--- src/rtl/memory_access_stage.sv ---
// memory_access_stage: data-memory access stage with lane alignment, load extension and a 4-state FSM; MEMORY_STAGE_MISALIGN_TRAP_EN traps misaligned accesses
module memory_access_stage (
  input  logic        CLK,
  input  logic        RST_N,
  input  logic        STALL_MEMORY_STAGE,
  input  logic        CLEAR_MEMORY_STAGE,
  input  logic [4:0]  RD_ADDRESS_IN,
  input  logic [31:0] ALU_OUT_IN,
  input  logic [2:0]  DATA_CACHE_LOAD_IN,
  input  logic [1:0]  DATA_CACHE_STORE_IN,
  input  logic [31:0] DATA_CACHE_STORE_DATA_IN,
  input  logic        WRITE_BACK_MUX_SELECT_IN,
  input  logic        RD_WRITE_ENABLE_IN,
  output logic        DMEM_REQ_VALID,
  input  logic        DMEM_REQ_READY,
  output logic [31:0] DMEM_ADDR,
  output logic        DMEM_WRITE,
  output logic [3:0]  DMEM_BYTE_EN,
  output logic [31:0] DMEM_WDATA,
  input  logic        DMEM_RESP_VALID,
  input  logic [31:0] DMEM_RDATA,
  output logic [4:0]  RD_ADDRESS_OUT,
  output logic [31:0] RD_DATA_OUT,
  output logic        RD_WRITE_ENABLE_OUT,
  output logic        MEMORY_BUSY,
  output logic        MISALIGNED
);
  typedef enum logic [1:0] {IDLE, REQ, WAIT, DONE} state_t;
  state_t state, state_nx;
  logic is_load, is_store, mis, take;
  logic [1:0] off, off_q;
  logic [3:0] be_nx;
  logic [31:0] wdata_nx, ld_data, alu_q, hold_q;
  logic [7:0] ld_byte;
  logic [15:0] ld_half;
  logic [2:0] ld_q;
  logic [4:0] rd_q;
  logic we_q, wb_mem_q;
  assign DMEM_REQ_VALID = state == REQ;
  assign MEMORY_BUSY = state != IDLE;
  // decode the incoming op; a load wins over a simultaneous store
  always_comb begin
    off = ALU_OUT_IN[1:0];
    is_load = DATA_CACHE_LOAD_IN != 3'b000;
    is_store = !is_load && DATA_CACHE_STORE_IN != 2'b00;
`ifdef MEMORY_STAGE_MISALIGN_TRAP_EN
    mis = (off[0] && (is_load ? (DATA_CACHE_LOAD_IN == 3'b010 || DATA_CACHE_LOAD_IN == 3'b101) : DATA_CACHE_STORE_IN == 2'b10)) ||
          (off != 2'b00 && (is_load ? DATA_CACHE_LOAD_IN == 3'b011 : DATA_CACHE_STORE_IN == 2'b11));
`else
    mis = 1'b0;
`endif
    take = !STALL_MEMORY_STAGE && !CLEAR_MEMORY_STAGE && (is_load || is_store) && !mis;
    be_nx = DATA_CACHE_STORE_IN == 2'b01 ? 4'b0001 << off :
            DATA_CACHE_STORE_IN == 2'b10 ? (off[1] ? 4'b1100 : 4'b0011) : 4'b1111;
    wdata_nx = DATA_CACHE_STORE_IN == 2'b01 ? {4{DATA_CACHE_STORE_DATA_IN[7:0]}} :
               DATA_CACHE_STORE_IN == 2'b10 ? {2{DATA_CACHE_STORE_DATA_IN[15:0]}} : DATA_CACHE_STORE_DATA_IN;
  end
  // pick the addressed lane from the returned word and extend it
  always_comb begin
    ld_byte = DMEM_RDATA[{off_q, 3'b000} +: 8];
    ld_half = off_q[1] ? DMEM_RDATA[31:16] : DMEM_RDATA[15:0];
    ld_data = ld_q == 3'b001 ? {{24{ld_byte[7]}}, ld_byte} :
              ld_q == 3'b100 ? {24'h0, ld_byte} :
              ld_q == 3'b010 ? {{16{ld_half[15]}}, ld_half} :
              ld_q == 3'b101 ? {16'h0, ld_half} : DMEM_RDATA;
  end
  // state register
  always_ff @(posedge CLK or negedge RST_N) begin
    if (!RST_N) state <= IDLE;
    else state <= state_nx;
  end
  // next state: an issued access always runs to completion regardless of stall/clear
  always_comb begin
    state_nx = state;
    case (state)
      IDLE: if (take) state_nx = REQ;
      REQ: if (DMEM_REQ_READY) state_nx = DMEM_WRITE ? IDLE : WAIT;
      WAIT: if (DMEM_RESP_VALID) state_nx = DONE;
      DONE: if (!STALL_MEMORY_STAGE) state_nx = IDLE;
      default: state_nx = IDLE;
    endcase
  end
  // request fields, load hold register and write-back output registers
  always_ff @(posedge CLK or negedge RST_N) begin
    if (!RST_N) begin
      {DMEM_ADDR, DMEM_WRITE, DMEM_BYTE_EN, DMEM_WDATA} <= '0;
      {RD_ADDRESS_OUT, RD_DATA_OUT, RD_WRITE_ENABLE_OUT, MISALIGNED} <= '0;
      {ld_q, off_q, rd_q, we_q, wb_mem_q, alu_q, hold_q} <= '0;
    end else begin
      MISALIGNED <= 1'b0;
      if (state == IDLE && !STALL_MEMORY_STAGE) begin
        if (CLEAR_MEMORY_STAGE || is_load || is_store) {RD_ADDRESS_OUT, RD_DATA_OUT, RD_WRITE_ENABLE_OUT} <= '0;
        else {RD_ADDRESS_OUT, RD_DATA_OUT, RD_WRITE_ENABLE_OUT} <= {RD_ADDRESS_IN, ALU_OUT_IN, RD_WRITE_ENABLE_IN};
        MISALIGNED <= !CLEAR_MEMORY_STAGE && mis;
        if (take) begin
          DMEM_ADDR <= {ALU_OUT_IN[31:2], 2'b00};
          DMEM_WRITE <= is_store;
          DMEM_BYTE_EN <= is_store ? be_nx : 4'b0000;
          DMEM_WDATA <= is_store ? wdata_nx : 32'h0;
          {ld_q, off_q, rd_q, we_q, wb_mem_q, alu_q} <= {DATA_CACHE_LOAD_IN, off, RD_ADDRESS_IN, RD_WRITE_ENABLE_IN, WRITE_BACK_MUX_SELECT_IN, ALU_OUT_IN};
        end
      end
      if (state == WAIT && DMEM_RESP_VALID) hold_q <= wb_mem_q ? ld_data : alu_q;
      if (state == DONE && !STALL_MEMORY_STAGE) {RD_ADDRESS_OUT, RD_DATA_OUT, RD_WRITE_ENABLE_OUT} <= {rd_q, hold_q, we_q};
    end
  end
endmodule

--- config.mk ---
export PLATFORM = sky130hd
export DESIGN_NAME = memory_access_stage
export DESIGN_NICKNAME = d
export VERILOG_FILES = /design/src/rtl/memory_access_stage.sv
export SDC_FILE = /design/constraint.sdc
export NUM_CORES = 1
export LEC_CHECK = 0
export ABC_AREA = 1
export ABC_CLOCK_PERIOD_IN_PS = 1900
export CAP_MARGIN = 40
export CORE_MARGIN = 5
export CORE_UTILIZATION = 30
export CTS_CLUSTER_DIAMETER = 50
export CTS_CLUSTER_SIZE = 20
export DETAILED_ROUTE_END_ITERATION = 10
export PLACE_DENSITY = 0.59
export SLEW_MARGIN = 20
export SYNTH_ARGS = -nofsm -noshare
export SYNTH_HDL_FRONTEND = slang
export SYNTH_SLANG_ARGS = --single-unit
--- constraint.sdc ---
create_clock -name CLK -period 1.9 [get_ports CLK]
set_clock_uncertainty 0.05 [all_clocks]
set_input_delay 0.38 -clock CLK [delete_from_list [all_inputs] [get_ports CLK]]
set_output_delay 0.38 -clock CLK [all_outputs]
set_load 0.02 [all_outputs]
**After elaboration in Yosys (flattened, before gate mapping)**

Cells that the tools add are included.

- Equality and inequality tests: 13
- Reduce and logical (&&, ||, !) cells: 19
- Mux-type cells: 28
- Shift-type cells: 2

Operator list:

| cell | count |
|---|---|
| $mux 32 | 11 |
| $shiftx 32x6->8 | 1 |
| $mux 16 | 1 |
| $mux 4 | 4 |
| $mux 5 | 3 |
| $mux 2 | 5 |
| $pmux 2 s4 | 1 |
| $eq 2x2->1 const B | 3 |
| $eq 3x3->1 const B | 2 |
| $logic_and 1x1->1 | 6 |
| $ne 2x2->1 const B | 3 |
| $reduce_bool 2->1 | 3 |
| $eq 2x1->1 const B | 2 |
| $reduce_and 4->1 | 1 |
| $shl 1x2->4 const A | 1 |
| $eq 3x1->1 const B | 1 |
| $eq 3x2->1 const B | 1 |
| $logic_not 1->1 | 3 |
| $logic_or 1x1->1 | 3 |
| $mux 1 | 3 |
| $reduce_bool 3->1 | 1 |
| $logic_not 2->1 | 1 |
| $ne 2x1->1 const B | 1 |
| $reduce_and 2->1 | 1 |

- Input port bits: 114
- Output and inout bits: 110
- Word-level logic and storage cells: 77
- Bits in registers: 183

**Depth between registers and ports, before layout**

- Depth after elaboration: 7
- Mapped depth: 11

**Worst setup path before layout**

Ideal clock, no wire load.

- Path type: flip-flop to flip-flop
- From: register state[0]
- To: register RD_ADDRESS_OUT[0]
- Clock period less this slack: 1,496 ps
- Buffers on the path: 3
- Arrival: 1,317 ps
- Library setup time: 129 ps
- Cell stages (with the launch flop): 8
- Slack: 404 ps
- Cell sequence: dfrtp_1 buf_2 nor2_2 inv_2 o21ai_2 buf_4 buf_2 a31oi_1

- Cells in the longest elaborated chain, start to end: 3
- Elaborated cells between the ends (all ways): 6
- Those cells by class: 1 x eq/ne; 1 x mux; 4 x reduce/logical

Ends and longest elaborated chain:

| element | RTL line | RTL |
|---|---|---|
| start, declared | 29 | `state_t state, state_nx;` |
| start signal, assigned | 70 | `else state <= state_nx;` |
| $eq 2x2->1 or $logic_not 2->1 (tied branches) | 104, 91 |  |
| $logic_and 1x1->1, on equally long branches | 104, 91 |  |
| $mux 5 or $reduce_bool 2->1 (tied branches) | n/a |  |
| end signal, assigned | 93 | `else {RD_ADDRESS_OUT, RD_DATA_OUT, RD_WRITE_ENABLE_OUT} <= {RD_ADDRESS_IN, ALU_OUT_IN, RD_WRITE_ENABLE_IN};` |
| end signal, assigned | 104 | `if (state == DONE && !STALL_MEMORY_STAGE) {RD_ADDRESS_OUT, RD_DATA_OUT, RD_WRITE_ENABLE_OUT} <= {rd_q, hold_q, ...` |
| end, declared | 22 | `output logic [4:0] RD_ADDRESS_OUT,` |

Several ways; a longest one is shown, not always the timed one.
A chain may end at the register's enable or synchronous reset.

**Worst setup path in the final report**

- From: register DMEM_WDATA[11]
- To: output port DMEM_WDATA[11]

RTL lines:

| element | RTL line | RTL |
|---|---|---|
| start, declared | 19 | `output logic [31:0] DMEM_WDATA,` |
| start signal, assigned | 99 | `DMEM_WDATA <= is_store ? wdata_nx : 32'h0;` |

No word-level cell between the ends.

==> impl_metrics.py <==
metrics = {
    "outcome": {
        "status": "finished, final reports clean",
    },
    "sta": {
        "final_hold_viol_count": 0,
        "period_share": 0.977,
        "setup_viol": 0,
        "fin_crit_ps": 1860,
        "fmax_mhz": 539,
        "fin_ws_ps": 43.6,
        "slew_viol_final": 0,
        "rsz0062_at_grt": "false",
        "fin_setup_tns_ps": 0,
        "whs_ps": 372,
    },
    "setup_path": {
        "required_ps": 1470,
        "cp_slowest_cell": "clkdlybuf4s50_1",
        "crit_type": "reg2out",
        "crit_start": "DMEM_WDATA[11]",
        "critPathMaxFanout": 2,
        "crit_path_start_kind": "flip-flop",
        "cp-endpoint": "DMEM_WDATA[11]",
        "crit_arrival_ps": 1430,
        "rr_startpoint": "alu_q[1]",
        "cp.buffers_inverters": 1,
        "r2r_cells": 10,
        "crit_family": "buffers and inverters",
        "r2r_end": "hold_q[8]",
        "r2r_slack_ps": 250,
        "cp_slowest_stage_delay_ps": 620,
        "crit_cells": 1,
        "end_kind": "output port",
        "crit_chain": "clkdlybuf4s50_1",
    },
    "synth": {
        "synthFlopType": "dfrtp_1",
        "mappedNetlistArea_sq_um": 7950,
        "ys_ff_latch": 151,
        "synth_top_cell_by_area": "dfrtp_1",
        "yosys-top-cells-count": "nand2_1, dfrtp_1, nor2_1",
        "seq_area_frac_synth": 0.475,
        "synth_top_area_share": 0.475,
        "yosysMostFrequentCell": "nand2_1",
        "synth_edf_count": 0,
        "ys_top_cells_by_area": "dfrtp_1, nand2_1, nand3_1",
        "synth.distinct_cells": 29,
        "synth_area_per_cell_sq_um": 7.34,
        "async_reset_ff_frac": 1.00,
        "synth_cells": 1083,
        "yosys_warnings": 0,
    },
    "power_and_ir_drop": {
        "leakage_nw": 5.60,
        "powerDensity_nw_per_um2": 1550,
        "ir_drop_uv": 904,
    },
    "clock_network": {
        "cts_tree": "done",
        "root_buffer": "clkbuf_16",
        "htree_num_levels": 4,
        "cts_sinks": 151,
        "cts_max_path_buffers": 2,
        "clk_pin_slew_ps": 70,
        "worstSkewPairLatency_ps": 420,
        "cts_buffers": 17,
    },
    "place": {
        "numPortBuffers": 220,
        "dpl.hpwl_um": 19900,
        "dp_cells": 1614,
        "place_ws_ps": -240,
        "place_congestion": 0.930,
    },
    "routing": {
        "ant_nets": 0,
        "via_count": 7764,
        "drc": 0,
        "drtPass1Iterations": 6,
        "postRouteWirelength_um": 26900,
        "viasPerCell": 4.72,
        "drt_iter0_markers": 668,
        "routedWlPerCell_um": 16.3,
    },
    "floorplanning": {
        "num_rows": 59,
        "start_util": 0.305,
        "coreArea_sq_um": 26100,
        "die_area_sq_um": 29900,
        "ios": 224,
        "die_w_um": 173,
        "die_height_um": 173,
    },
    "run": {
        "maxCapViolCount": 0,
    },
    "cells_and_area": {
        "fill_cells": 2649,
        "drive_gt1_frac": 0.0969,
        "instances_no_fill": 1646,
        "syn_to_final_growth_pct": 42.6,
        "finalNetCount": 1413,
        "antenna_cells": 0,
    },
    "global_route": {
        "grt_use_met2": 0.285,
        "antenna_found_initial": 0,
        "grt_pass1_wl_um": 43100,
        "use_met3": 0.0642,
        "grt_max_degree": 59,
        "track_usage": 0.177,
        "use_met1": 0.231,
        "grt_pass1_vias": 7702,
        "grt_overflow": 0,
        "busiest_layer": "met2",
    },
    "min_path": {
        "hp-class": "in2async",
    },
}
-- registers in the layout (all words and copies together) (netlist names), named ones only --
signal	count
we_q	1
state	1
alu_q	31
rd_q	5
DMEM_BYTE_EN	4
RD_ADDRESS_OUT	5
DMEM_WRITE	1
RD_WRITE_ENABLE_OUT	1
wb_mem_q	1
ld_q	3
hold_q	32
DMEM_WDATA	32
RD_DATA_OUT	32
off_q	1
-- metal layers --
layer,share of wire,vias up
li1,-,3844
met1,0.44,3594
met2,0.45,308
met3,0.093,18
met4,0.012,0
met5,0,-
-- where the power goes --
group | internal, W | switching, W | leakage [nW] | total (W)
Sequential | 0.00461 | 0.000909 | 1.90 | 0.00552
Clock | 0.00183 | 0.00152 | 0.267 | 0.00335
Combinational | 0.00372 | 0.00500 | 3.43 | 0.00872
-- through the flow --
stage                     power (W)  cell area (sq um)   util
after detailed placement     0.0145              10700  0.411
after CTS                    0.0178              11300  0.433
after global routing         0.0189              11300  0.435
final                        0.0176              11300  0.435
after floorplan              0.0109               7960      -
after global placement       0.0143              10700  0.411
-- repair_timing --
item                                   CTS  global route
buffers inserted                         0             0
gates resized for setup                  6            22
hold buffers                             1             0
endpoints found under the hold margin   31             0
setup endpoints to repair                6            21
-- worst min path at each step --
stage               slack (ps)  cells after the start  startpoint         endpoint
floorplan                   30                      0       RST_N  DMEM_BYTE_EN[0]
CTS                        370                      2       RST_N   RD_DATA_OUT[8]
finish                     370                      2       RST_N   RD_DATA_OUT[8]
detailed placement         250                      1       RST_N   RD_DATA_OUT[8]
global route               400                      2       RST_N   RD_DATA_OUT[8]
global placement           250                      1       RST_N   RD_DATA_OUT[8]
-- cell usage in the layout (no fill, tap or decap), types with 2 or more instances in the layout --
cell               n
a21boi_1           2
a21oi_1           41
a31oi_1           38
buf_12            13
buf_4             57
clkbuf_16         17
clkdlybuf4s50_1  192
clkinvlp_4         4
conb_1             3
dfrtp_1          151
dlygate4sd2_1      5
dlymetal6s2s_1    20
inv_1             79
inv_2              8
inv_6              5
inv_8              2
nand2_1          402
nand2_2            2
nand3_1           77
nand3_2            2
nand4_1            2
nor2_1            80
nor2_2             3
o211ai_1           2
o21ai_0           57
o21ai_1           32
or2_2              2
-- cell type report --
class,instances,area [sq um],share of cell area
clock inverters,14,140,0.0124
flip-flops and latches,151,3780,0.333
inverters,87,327,0.0288
repair buffers,290,2930,0.259
well taps,335,419,0.0370
multi-input cells,752,3310,0.292
clock buffers,17,425,0.0375
-- kinds of logic after synthesis --
kind of cell	count (synthesis)	share of synthesized area
other	1	0.000472
AOI/OAI and AO/OA	173	0.117
buffers and inverters	182	0.111
and+or+nand+nor	576	0.297
DFF	151	0.475
(Power assumes the default switching activity.)
